File: src/rtl/disparity_row_scheduler.sv
// Row sequencer for the stereo disparity datapath: waits for both rows, sweeps every
// block over offsets 0..MAX_DISP through the SSD engine, then streams one disparity per pixel.
module disparity_row_scheduler #(
    parameter int ROW_PIXELS = 800,
    parameter int BLK        = 4,
    parameter int MAX_DISP   = 9,
    parameter int COST_W     = 17
) (
    input  logic              clk,
    input  logic              rst_n,
    input  logic              i_valid_l,
    input  logic              i_valid_r,
    output logic              o_eng_req,
    output logic [7:0]        o_eng_blk,
    output logic [3:0]        o_eng_off,
    input  logic              i_cost_valid,
    input  logic [COST_W-1:0] i_cost,
    input  logic              i_cost_skip,
    output logic              o_valid,
    output logic [3:0]        o_disp,
    input  logic              i_ready,
    output logic              o_row_done,
    output logic              o_busy
);

    localparam int NBLK  = ROW_PIXELS / BLK;
    localparam int SUB_W = (BLK > 1) ? $clog2(BLK) : 1;

    localparam logic [7:0]       LAST_BLK = 8'(NBLK - 1);
    localparam logic [3:0]       LAST_OFF = 4'(MAX_DISP);
    localparam logic [SUB_W-1:0] LAST_SUB = SUB_W'(BLK - 1);

    localparam logic [2:0] S_IDLE   = 3'd0;
    localparam logic [2:0] S_ISSUE  = 3'd1;
    localparam logic [2:0] S_WAIT   = 3'd2;
    localparam logic [2:0] S_COMMIT = 3'd3;
    localparam logic [2:0] S_OUTPUT = 3'd4;

    logic [2:0]        r_state;
    logic              r_flag_l;
    logic              r_flag_r;
    logic [7:0]        r_blk;
    logic [3:0]        r_off;
    logic [COST_W-1:0] r_best;
    logic [3:0]        r_bdisp;
    logic [7:0]        r_out_blk;
    logic [SUB_W-1:0]  r_out_sub;
    logic              r_eng_req;
    logic [7:0]        r_eng_blk;
    logic [3:0]        r_eng_off;
    logic              r_row_done;
    logic [3:0]        r_disp_buf [NBLK];

    logic              w_start;
    logic              w_in_range;
    logic              w_accept;
    logic              w_last_pix;
    logic [2:0]        w_state_nxt;
    logic [7:0]        w_blk_nxt;
    logic [3:0]        w_off_nxt;
    logic [COST_W-1:0] w_best_nxt;
    logic [3:0]        w_bdisp_nxt;
    logic              w_commit;
    logic              w_req_nxt;

    // A window at (blk, off) reads right-row pixels up to blk*BLK+off+BLK-1.
    function automatic logic f_in_range(input logic [7:0] blk, input logic [3:0] off);
        return (int'(blk) * BLK + int'(off) + BLK) <= ROW_PIXELS;
    endfunction

    assign w_start    = (r_flag_l | i_valid_l) && (r_flag_r | i_valid_r);
    assign w_in_range = f_in_range(r_blk, r_off);
    assign w_accept   = (r_state == S_OUTPUT) && i_ready;
    assign w_last_pix = (r_out_blk == LAST_BLK) && (r_out_sub == LAST_SUB);

    always_comb begin
        // NOTE: every output of this block gets a default first, so no path can infer a latch.
        w_state_nxt = r_state;
        w_blk_nxt   = r_blk;
        w_off_nxt   = r_off;
        w_best_nxt  = r_best;
        w_bdisp_nxt = r_bdisp;
        w_commit    = 1'b0;
        case (r_state)
            S_IDLE: begin
                if (w_start) begin
                    w_state_nxt = S_ISSUE;
                    w_blk_nxt   = '0;
                    w_off_nxt   = '0;
                    w_best_nxt  = '1;
                    w_bdisp_nxt = '0;
                end
            end
            S_ISSUE: begin
                // Out-of-range offsets are consumed here as if the engine had skipped them.
                if (w_in_range) begin
                    w_state_nxt = S_WAIT;
                end else if (r_off == LAST_OFF) begin
                    w_state_nxt = S_COMMIT;
                end else begin
                    w_off_nxt = r_off + 4'd1;
                end
            end
            S_WAIT: begin
                if (i_cost_valid) begin
                    if (!i_cost_skip && (i_cost < r_best)) begin
                        w_best_nxt  = i_cost;
                        w_bdisp_nxt = r_off;
                    end
                    if (r_off == LAST_OFF) begin
                        w_state_nxt = S_COMMIT;
                    end else begin
                        w_off_nxt   = r_off + 4'd1;
                        w_state_nxt = S_ISSUE;
                    end
                end
            end
            S_COMMIT: begin
                w_commit    = 1'b1;
                w_best_nxt  = '1;
                w_bdisp_nxt = '0;
                w_off_nxt   = '0;
                if (r_blk == LAST_BLK) begin
                    w_state_nxt = S_OUTPUT;
                end else begin
                    w_blk_nxt   = r_blk + 8'd1;
                    w_state_nxt = S_ISSUE;
                end
            end
            S_OUTPUT: begin
                if (w_accept && w_last_pix) begin
                    w_state_nxt = S_IDLE;
                end
            end
            default: w_state_nxt = S_IDLE;
        endcase
    end

    // The request is registered one cycle ahead so it lines up with the ISSUE cycle.
    assign w_req_nxt = (w_state_nxt == S_ISSUE) && f_in_range(w_blk_nxt, w_off_nxt);

    always_ff @(posedge clk) begin
        if (!rst_n) begin
            r_state    <= S_IDLE;
            r_flag_l   <= 1'b0;
            r_flag_r   <= 1'b0;
            r_blk      <= '0;
            r_off      <= '0;
            r_best     <= '1;
            r_bdisp    <= '0;
            r_out_blk  <= '0;
            r_out_sub  <= '0;
            r_eng_req  <= 1'b0;
            r_eng_blk  <= '0;
            r_eng_off  <= '0;
            r_row_done <= 1'b0;
        end else begin
            r_state <= w_state_nxt;
            r_blk   <= w_blk_nxt;
            r_off   <= w_off_nxt;
            r_best  <= w_best_nxt;
            r_bdisp <= w_bdisp_nxt;

            if ((r_state == S_IDLE) && w_start) begin
                r_flag_l <= 1'b0;
                r_flag_r <= 1'b0;
            end else begin
                r_flag_l <= r_flag_l | i_valid_l;
                r_flag_r <= r_flag_r | i_valid_r;
            end

            r_eng_req <= w_req_nxt;
            if (w_req_nxt) begin
                r_eng_blk <= w_blk_nxt;
                r_eng_off <= w_off_nxt;
            end

            r_row_done <= w_accept && w_last_pix;

            if (w_commit) begin
                r_out_blk <= '0;
                r_out_sub <= '0;
            end else if (w_accept) begin
                if (r_out_sub == LAST_SUB) begin
                    r_out_sub <= '0;
                    r_out_blk <= r_out_blk + 8'd1;
                end else begin
                    r_out_sub <= r_out_sub + 1'b1;
                end
            end
        end
    end

    // NOTE: the disparity buffer is always fully written before it is read, so it carries no reset.
    always_ff @(posedge clk) begin
        if (w_commit) begin
            r_disp_buf[r_blk] <= r_bdisp;
        end
    end

    assign o_eng_req  = r_eng_req;
    assign o_eng_blk  = r_eng_blk;
    assign o_eng_off  = r_eng_off;
    assign o_valid    = (r_state == S_OUTPUT);
    assign o_disp     = (r_state == S_OUTPUT) ? r_disp_buf[r_out_blk] : 4'd0;
    assign o_row_done = r_row_done;
    assign o_busy     = (r_state != S_IDLE);

endmodule

File: config.mk
export PLATFORM = sky130hd
export DESIGN_NAME = disparity_row_scheduler
export DESIGN_NICKNAME = d
export VERILOG_FILES = /design/src/rtl/disparity_row_scheduler.sv
export SDC_FILE = /design/constraint.sdc
export NUM_CORES = 1
export LEC_CHECK = 0
export BUFFER_PORTS_ARGS = -buffer_cell sky130_fd_sc_hd__buf_4
export CAP_MARGIN = 10
export CORE_MARGIN = 1.5
export CORE_UTILIZATION = 40
export CTS_BUF_LIST = sky130_fd_sc_hd__clkbuf_16
export DETAILED_ROUTE_END_ITERATION = 7
export PLACE_DENSITY = 0.59
export SLEW_MARGIN = 0
export SYNTH_ARGS = -nofsm -noshare
export SYNTH_HDL_FRONTEND = slang
export SYNTH_SLANG_ARGS = --single-unit
File: constraint.sdc
create_clock -name clk -period 5.3 [get_ports clk]
set_input_delay 0.795 -clock clk [delete_from_list [all_inputs] [get_ports clk]]
set_output_delay 0.795 -clock clk [all_outputs]
set_load 0.005 [all_outputs]
After elaboration in Yosys (flattened, before gate mapping)
Memories as Yosys holds them, arrays and structs flattened. A register that Yosys moved wholly into a read port is not among the register bits.
Cells that the tools add are included.
Widths: inputs -> output; s select.
{"block": "totals", "input_bits": 24, "output_inout_bits": 20, "register_bits": 62, "word_cells": 86, "memories": 1, "mem_bits_rw": 800}
{"name": "r_disp_buf", "words": 200, "word_bits": 4, "read_ports": 1, "rd_clocked_by_memory_dff": 1, "wr": 1, "line": "52", "text": "logic [3:0] r_disp_buf [NBLK];"}
{"block": "op_classes", "n_lt_le_gt_ge": 3, "reduce_logical": 15, "bitwise_logic": 3, "eq_ne": 12, "add_sub_neg": 8, "muxes": 31}
{"cell": "$mux 17", "n": 3}
{"cell": "$pmux 17 s3", "n": 1}
{"cell": "$mux 4", "n": 8}
{"cell": "$mux 8", "n": 4}
{"cell": "$add 11x3->12 const B", "n": 2}
{"cell": "$le 12x10->1 const B", "n": 2}
{"cell": "$add 10x4->11", "n": 2}
{"cell": "$mux 3", "n": 6}
{"cell": "$lt 17x17->1", "n": 1}
{"cell": "$add 8x1->8 const B", "n": 2}
{"cell": "$eq 8x8->1 const B", "n": 2}
{"cell": "$pmux 4 s4", "n": 1}
{"cell": "$pmux 8 s2", "n": 1}
{"cell": "$pmux 3 s5", "n": 1}
{"cell": "$pmux 4 s3", "n": 1}
{"cell": "$logic_and 1x1->1", "n": 7}
{"cell": "$eq 3x1->1 const B", "n": 2}
{"cell": "$eq 3x2->1 const B", "n": 2}
{"cell": "$ne 2x2->1 const B", "n": 3}
{"cell": "$reduce_bool 3->1", "n": 2}
{"cell": "$add 4x1->4 const B", "n": 1}
{"cell": "$eq 4x4->1 const B", "n": 1}
{"cell": "$mux 2", "n": 2}
{"cell": "$reduce_and 4->1", "n": 1}
{"cell": "10 further kinds", "n": 14}

Logic depth before layout (Yosys ltp)
{"block": "logic_depth", "ltp_word": 9, "depth_mapped": 23, "ltp_nobuf": 23}

Worst setup path after synthesis
No wires, ideal clock.
{"block": "synth_timing", "kind": "reg2reg", "from": "reg r_blk[1]", "to": "reg r_eng_blk[5] (netlist: o_eng_blk[5])", "period_less_slack_ns": 4.713, "arrival_ns": 4.595, "setup_ns": 0.117, "path_stages_with_launch": 19, "n_path_buf": 0, "slack_ns": 0.587, "t_required_ns": 5.183, "path_cell_list": "dfxtp_1 ha_1 ha_1 fa_1 nor4bb_1 and4_1 a311o_1 nor4_1 nor2_1 o22ai_1 ha_1 ha_1 fa_1 a31oi_1 and3b_1 o211a_1 o221a_2 o21ai_4 a32o_1"}
{"block": "synth_via", "elab_chain_len": 9, "word_cells_on_any_way": 18, "cone_classes": "add/sub (5); order compare (2); eq/ne (2); mux (8); reduce/logical (1)"}
{"item": "from (decl)", "line": "42", "text": "logic [7:0] r_blk;"}
{"item": "from (signal assigned)", "line": "159", "text": "r_blk <= w_blk_nxt;"}
{"item": "$add 10x4->11", "line": "68", "text": "return (int'(blk) * BLK + int'(off) + BLK) <= ROW_PIXELS;"}
{"item": "$add 11x3->12", "line": "68"}
{"item": "$le 12x10->1", "line": "68"}
{"item": "$mux 4", "line": "96", "text": "if (w_in_range) begin"}
{"item": "$pmux 4 s4", "line": "84", "text": "case (r_state)"}
{"item": "named net w_off_nxt[3]", "line": "60", "text": "logic [3:0] w_off_nxt;"}
{"item": "$add 10x4->11", "line": "68"}
{"item": "$add 11x3->12", "line": "68"}
{"item": "$le 12x10->1", "line": "68"}
{"item": "$logic_and 1x1->1", "line": "140", "text": "assign w_req_nxt = (w_state_nxt == S_ISSUE) && f_in_range(w_blk_nxt, w_off_nxt);"}
{"item": "to (signal assigned)", "line": "174", "text": "r_eng_blk <= w_blk_nxt;"}
{"item": "to (decl)", "line": "49", "text": "logic [7:0] r_eng_blk;"}
The timed path passes the listed nets, and every way through them passes these cells.
A chain may end at the register's enable or synchronous reset.

Worst setup path after layout
{"block": "layout_timing", "from": "reg r_off[3]", "to": "reg r_eng_blk[0] (netlist: o_eng_blk[0])"}
{"block": "layout_via", "elab_chain_len": 9, "word_cells_on_any_way": 20, "cone_classes": "add/sub (5); order compare (2); eq/ne (2); mux (10); reduce/logical (1)"}
{"item": "from (decl)", "line": "43", "text": "logic [3:0] r_off;"}
{"item": "from (signal assigned)", "line": "160", "text": "r_off <= w_off_nxt;"}
{"item": "$add 10x4->11", "line": "68"}
{"item": "$add 11x3->12", "line": "68"}
{"item": "$le 12x10->1", "line": "68"}
{"item": "$mux 4", "line": "96"}
{"item": "$pmux 4 s4", "line": "84"}
{"item": "$add 10x4->11", "line": "68"}
{"item": "$add 11x3->12", "line": "68"}
{"item": "$le 12x10->1", "line": "68"}
{"item": "$logic_and 1x1->1 (*)", "line": "140"}
Every way passes the cells marked *; elsewhere a longest branch is shown, timed or not.

==> impl_metrics.toml <==
[outcome]
status = "complete, no violations"

[global_route]
grt_overflow = 0
grt_pass1_vias = 18300
grt_pass1_wl_mm = 121
grt_max_degree = 170
antenna_found_initial = 1
groute.usage.overall_pct = 18.1

[floorplan]
die_w_um = 300
start_util_pct = 40.5
fp.dieArea_um2 = 90000
die_y_um = 300
io_pins = 44
core_um2 = 87000
placementRows = 108

[timing]
final_max_slew_viol_count = 0
hold_viol = 0
slew_headroom_pct = 17.5
fin_tns_setup_ns = 0
finClkSkew_ns = 0.0172
fmax_ghz = 0.199
setup_violations = 0
worstMarginPinSlew_ns = 1.24
min_period_ns = 5.03
post-route-period-util_pct = 95.0

[layout]
insertedDiodeCount = 0
stdcell_area_um2 = 40000
fin_nets = 1974
syn_to_final_growth_pct = 13.5
drive_gt1_share_pct = 25.7

[critical_path]
cp_common_cell = "ha_1"
critPathMaxFanout = 5
critPathBufInv = 2
worstPathArrival_ns = 5.60
crit_family = "compound AO/OA/AOI/OAI gates"
worstPathRequired_ns = 5.87
cp-end-kind = "flip-flop"
path_class = "flip-flop to flip-flop"
max_stage_delay_ns = 0.53
critPathSlowestCell = "fa_1"
crit_path_start_kind = "flip-flop"
worstPathCellList = "ha_1 -> ha_1 -> fa_1 -> nor4bb_2 -> and4_1 -> a311o_1 -> o31a_1 -> nor2_4 -> o21ai_0 -> a2bb2oi_1 -> ha_1 -> inv_1 -> ha_1 -> a21oi_1 -> inv_1 -> a31oi_1 -> and3b_1 -> o211a_1 -> o221a_4 -> o21ai_2 -> mux2i_1"

[clock_network]
numCtsBuffers = 89
clock_path_buffers = 3
clock-sinks = 870
insertion_delay_ns = 0.65
holdBufCountCts = 0
cts_max_level = 3
postCtsSetupBuffers = 0
cts_tree = "yes"
clkSlewWorstSetupHoldPaths_ns = 0.06
cts-root-buf = "clkbuf_16"
cts_resized = 0

[power]
p_per_area_nw_per_um2 = 346
p_leak_nw = 12.6
ir_drop_uv = 232

[yosys]
synth_xor_area_share_pct = 0.199
synth_compound_gate_area_share_pct = 2.63
synth_area_um2 = 35300
syn_inst = 1857
synth-seq-area-share_pct = 72.1
synthAdderAreaFrac_pct = 1.28
synth-simple-area-share_pct = 4.96
synth_cell_types = 75
synth_nets = 1916
synth_edf_count = 800
synthMuxAreaShare_pct = 17.0
synth_seq_cells = 870
ys_warn_count = 0
synth_top_family_by_area = "multiplexers"
synth_ff_type = "edfxtp_1"
syn-mean-instance-area_um2 = 19.0
async_reset_ff_share_pct = 0

[detailed_routing]
wire_per_inst_um = 25.5
drt_wl_total_mm = 80.1
ant_nets = 0
vias = 17500
first_iter_violations = 1666
vias_per_cell = 5.57
firstDrtPassIters = 5
drc = 0

[place]
placed_area_um2 = 37000
finalWeightedCongestion = 0.791
portBuffers = 43
hpwl_mm = 48.3

[job]
cap_violations = 0

[min_path]
min_path_type = "primary input to flip-flop"
per-layer routing:
layer | share of wire (%) | wire length (um) | vias up | track usage, %
met2 | 48 | 38600 | 599 | 29.0
met4 | 2.5 | 1990 | 0 | 4.52
met1 | 43 | 34100 | 9177 | 25.6
li1 | - | - | 7608 | -
met5 | 0 | 0 | - | 0
met3 | 6.7 | 5400 | 138 | 3.59
path summary, 6_finish.rpt:
check,startpoint,to,slack [ns],cells past startpoint
setup reg to reg,r_off[3],o_eng_blk[0],0.27,21
hold reg to reg,r_best[14],r_best[14],0.46,1
setup / recovery,r_off[3],o_eng_blk[0],0.27,21
hold / removal,i_cost[0],r_best[0],0.39,2
cell families (layout without fill, tap and decap cells):
group / Yosys count / count (layout)
simple gates: 390 / 390
compound gates: 116 / 117
flops: 870 / 870
mux: 278 / 278
buf+inv: 160 / 290
xor+xnor: 8 / 8
fa+ha+maj: 35 / 35
power breakdown:
part / switching, W / internal, W / total, W
clock network: 0.00264 / 0.00358 / 0.00622
logic: 0.000129 / 0.0000849 / 0.000214
registers: 0.0000151 / 0.00739 / 0.00741
cell type report:
type                       instances  area [um2]
timing repair buffer              75         713
tap                             1155        1450
clock inverter                    71         598
fill                            7347       47000
clock buffer                      93        2330
sequential                       870       25500
multi-input combinational        828        9300
inverter                          51         191
through the flow:
step / utilization, % / worst slack (ns) / hold slack [ns] / power (W) / cells
2_1_floorplan: - / 0.587 / 0.436 / 0.00769 / 1857
3_3_place_gp: 42.6 / 0.278 / 0.444 / 0.00775 / 2978
3_5_place_dp: 42.6 / 0.108 / 0.450 / 0.00776 / 2978
4_1_cts: 45.9 / 0.0965 / 0.367 / 0.0139 / 3142
5_1_grt: 46.0 / -0.0210 / 0.374 / 0.0142 / 3143
6_report: 46.0 / 0.267 / 0.394 / 0.0138 / 3143
registers in the layout, indices dropped and copies added, names as in the netlist, named ones only:
name / cells
o_eng_blk: 8
o_eng_off: 4
o_eng_req: 1
o_row_done: 1
r_bdisp: 4
r_best: 17
r_blk: 8
r_disp_buf: 800
r_flag_l: 1
r_flag_r: 1
r_off: 4
r_out_blk: 8
r_out_sub: 2
r_state: 3
synth_stat cells, types with 13 or more instances:
| cell type | n | area share (%) |
|---|---|---|
| buf_2 | 31 | 0.44 |
| clkbuf_1 | 67 | 0.71 |
| dfxtp_1 | 70 | 4.0 |
| edfxtp_1 | 800 | 68 |
| ha_1 | 33 | 1.2 |
| inv_1 | 49 | 0.52 |
| mux2i_1 | 22 | 0.62 |
| mux4_2 | 256 | 16 |
| nand2_1 | 57 | 0.61 |
| nand3_1 | 32 | 0.45 |
| nor2_1 | 234 | 2.5 |
| o21ai_0 | 13 | 0.18 |
| o22a_1 | 17 | 0.42 |
cells in the final DEF (no fill, tap or decap), types with 4 or more instances in the layout:
cell / n
edfxtp_1: 800
mux4_2: 256
nor2_1: 232
clkbuf_16: 93
inv_1: 64
buf_4: 63
dfxtp_1: 62
nand2_1: 57
ha_1: 33
nand3_1: 22
mux2i_1: 22
clkinv_1: 19
o22a_1: 17
o21ai_0: 13
clkinv_2: 13
a21oi_1: 12
buf_12: 12
and3_1: 11
nand3_2: 10
and2_1: 8
nor3_1: 8
a22oi_1: 8
bufinv_16: 8
nor2b_1: 7
dfxtp_4: 7
a21o_1: 6
o22ai_1: 6
o211ai_1: 6
a31oi_1: 6
clkinvlp_4: 6
nand4_1: 5
xor2_1: 5
a211oi_2: 5
o21a_1: 4
worst register-to-register path: stages (launching register included):
cell and delay (ns):
dfxtp_1 0.38, ha_1 0.26, ha_1 0.23, fa_1 0.54
nor4bb_2 0.06, and4_1 0.19, a311o_1 0.37, o31a_1 0.38
nor2_4 0.14, o21ai_0 0.14, a2bb2oi_1 0.18, ha_1 0.17
inv_1 0.05, ha_1 0.20, a21oi_1 0.27, inv_1 0.13
a31oi_1 0.17, and3b_1 0.21, o211a_1 0.24, o221a_4 0.15
o21ai_2 0.31, mux2i_1 0.22
Power figures use the tool's default switching activity.
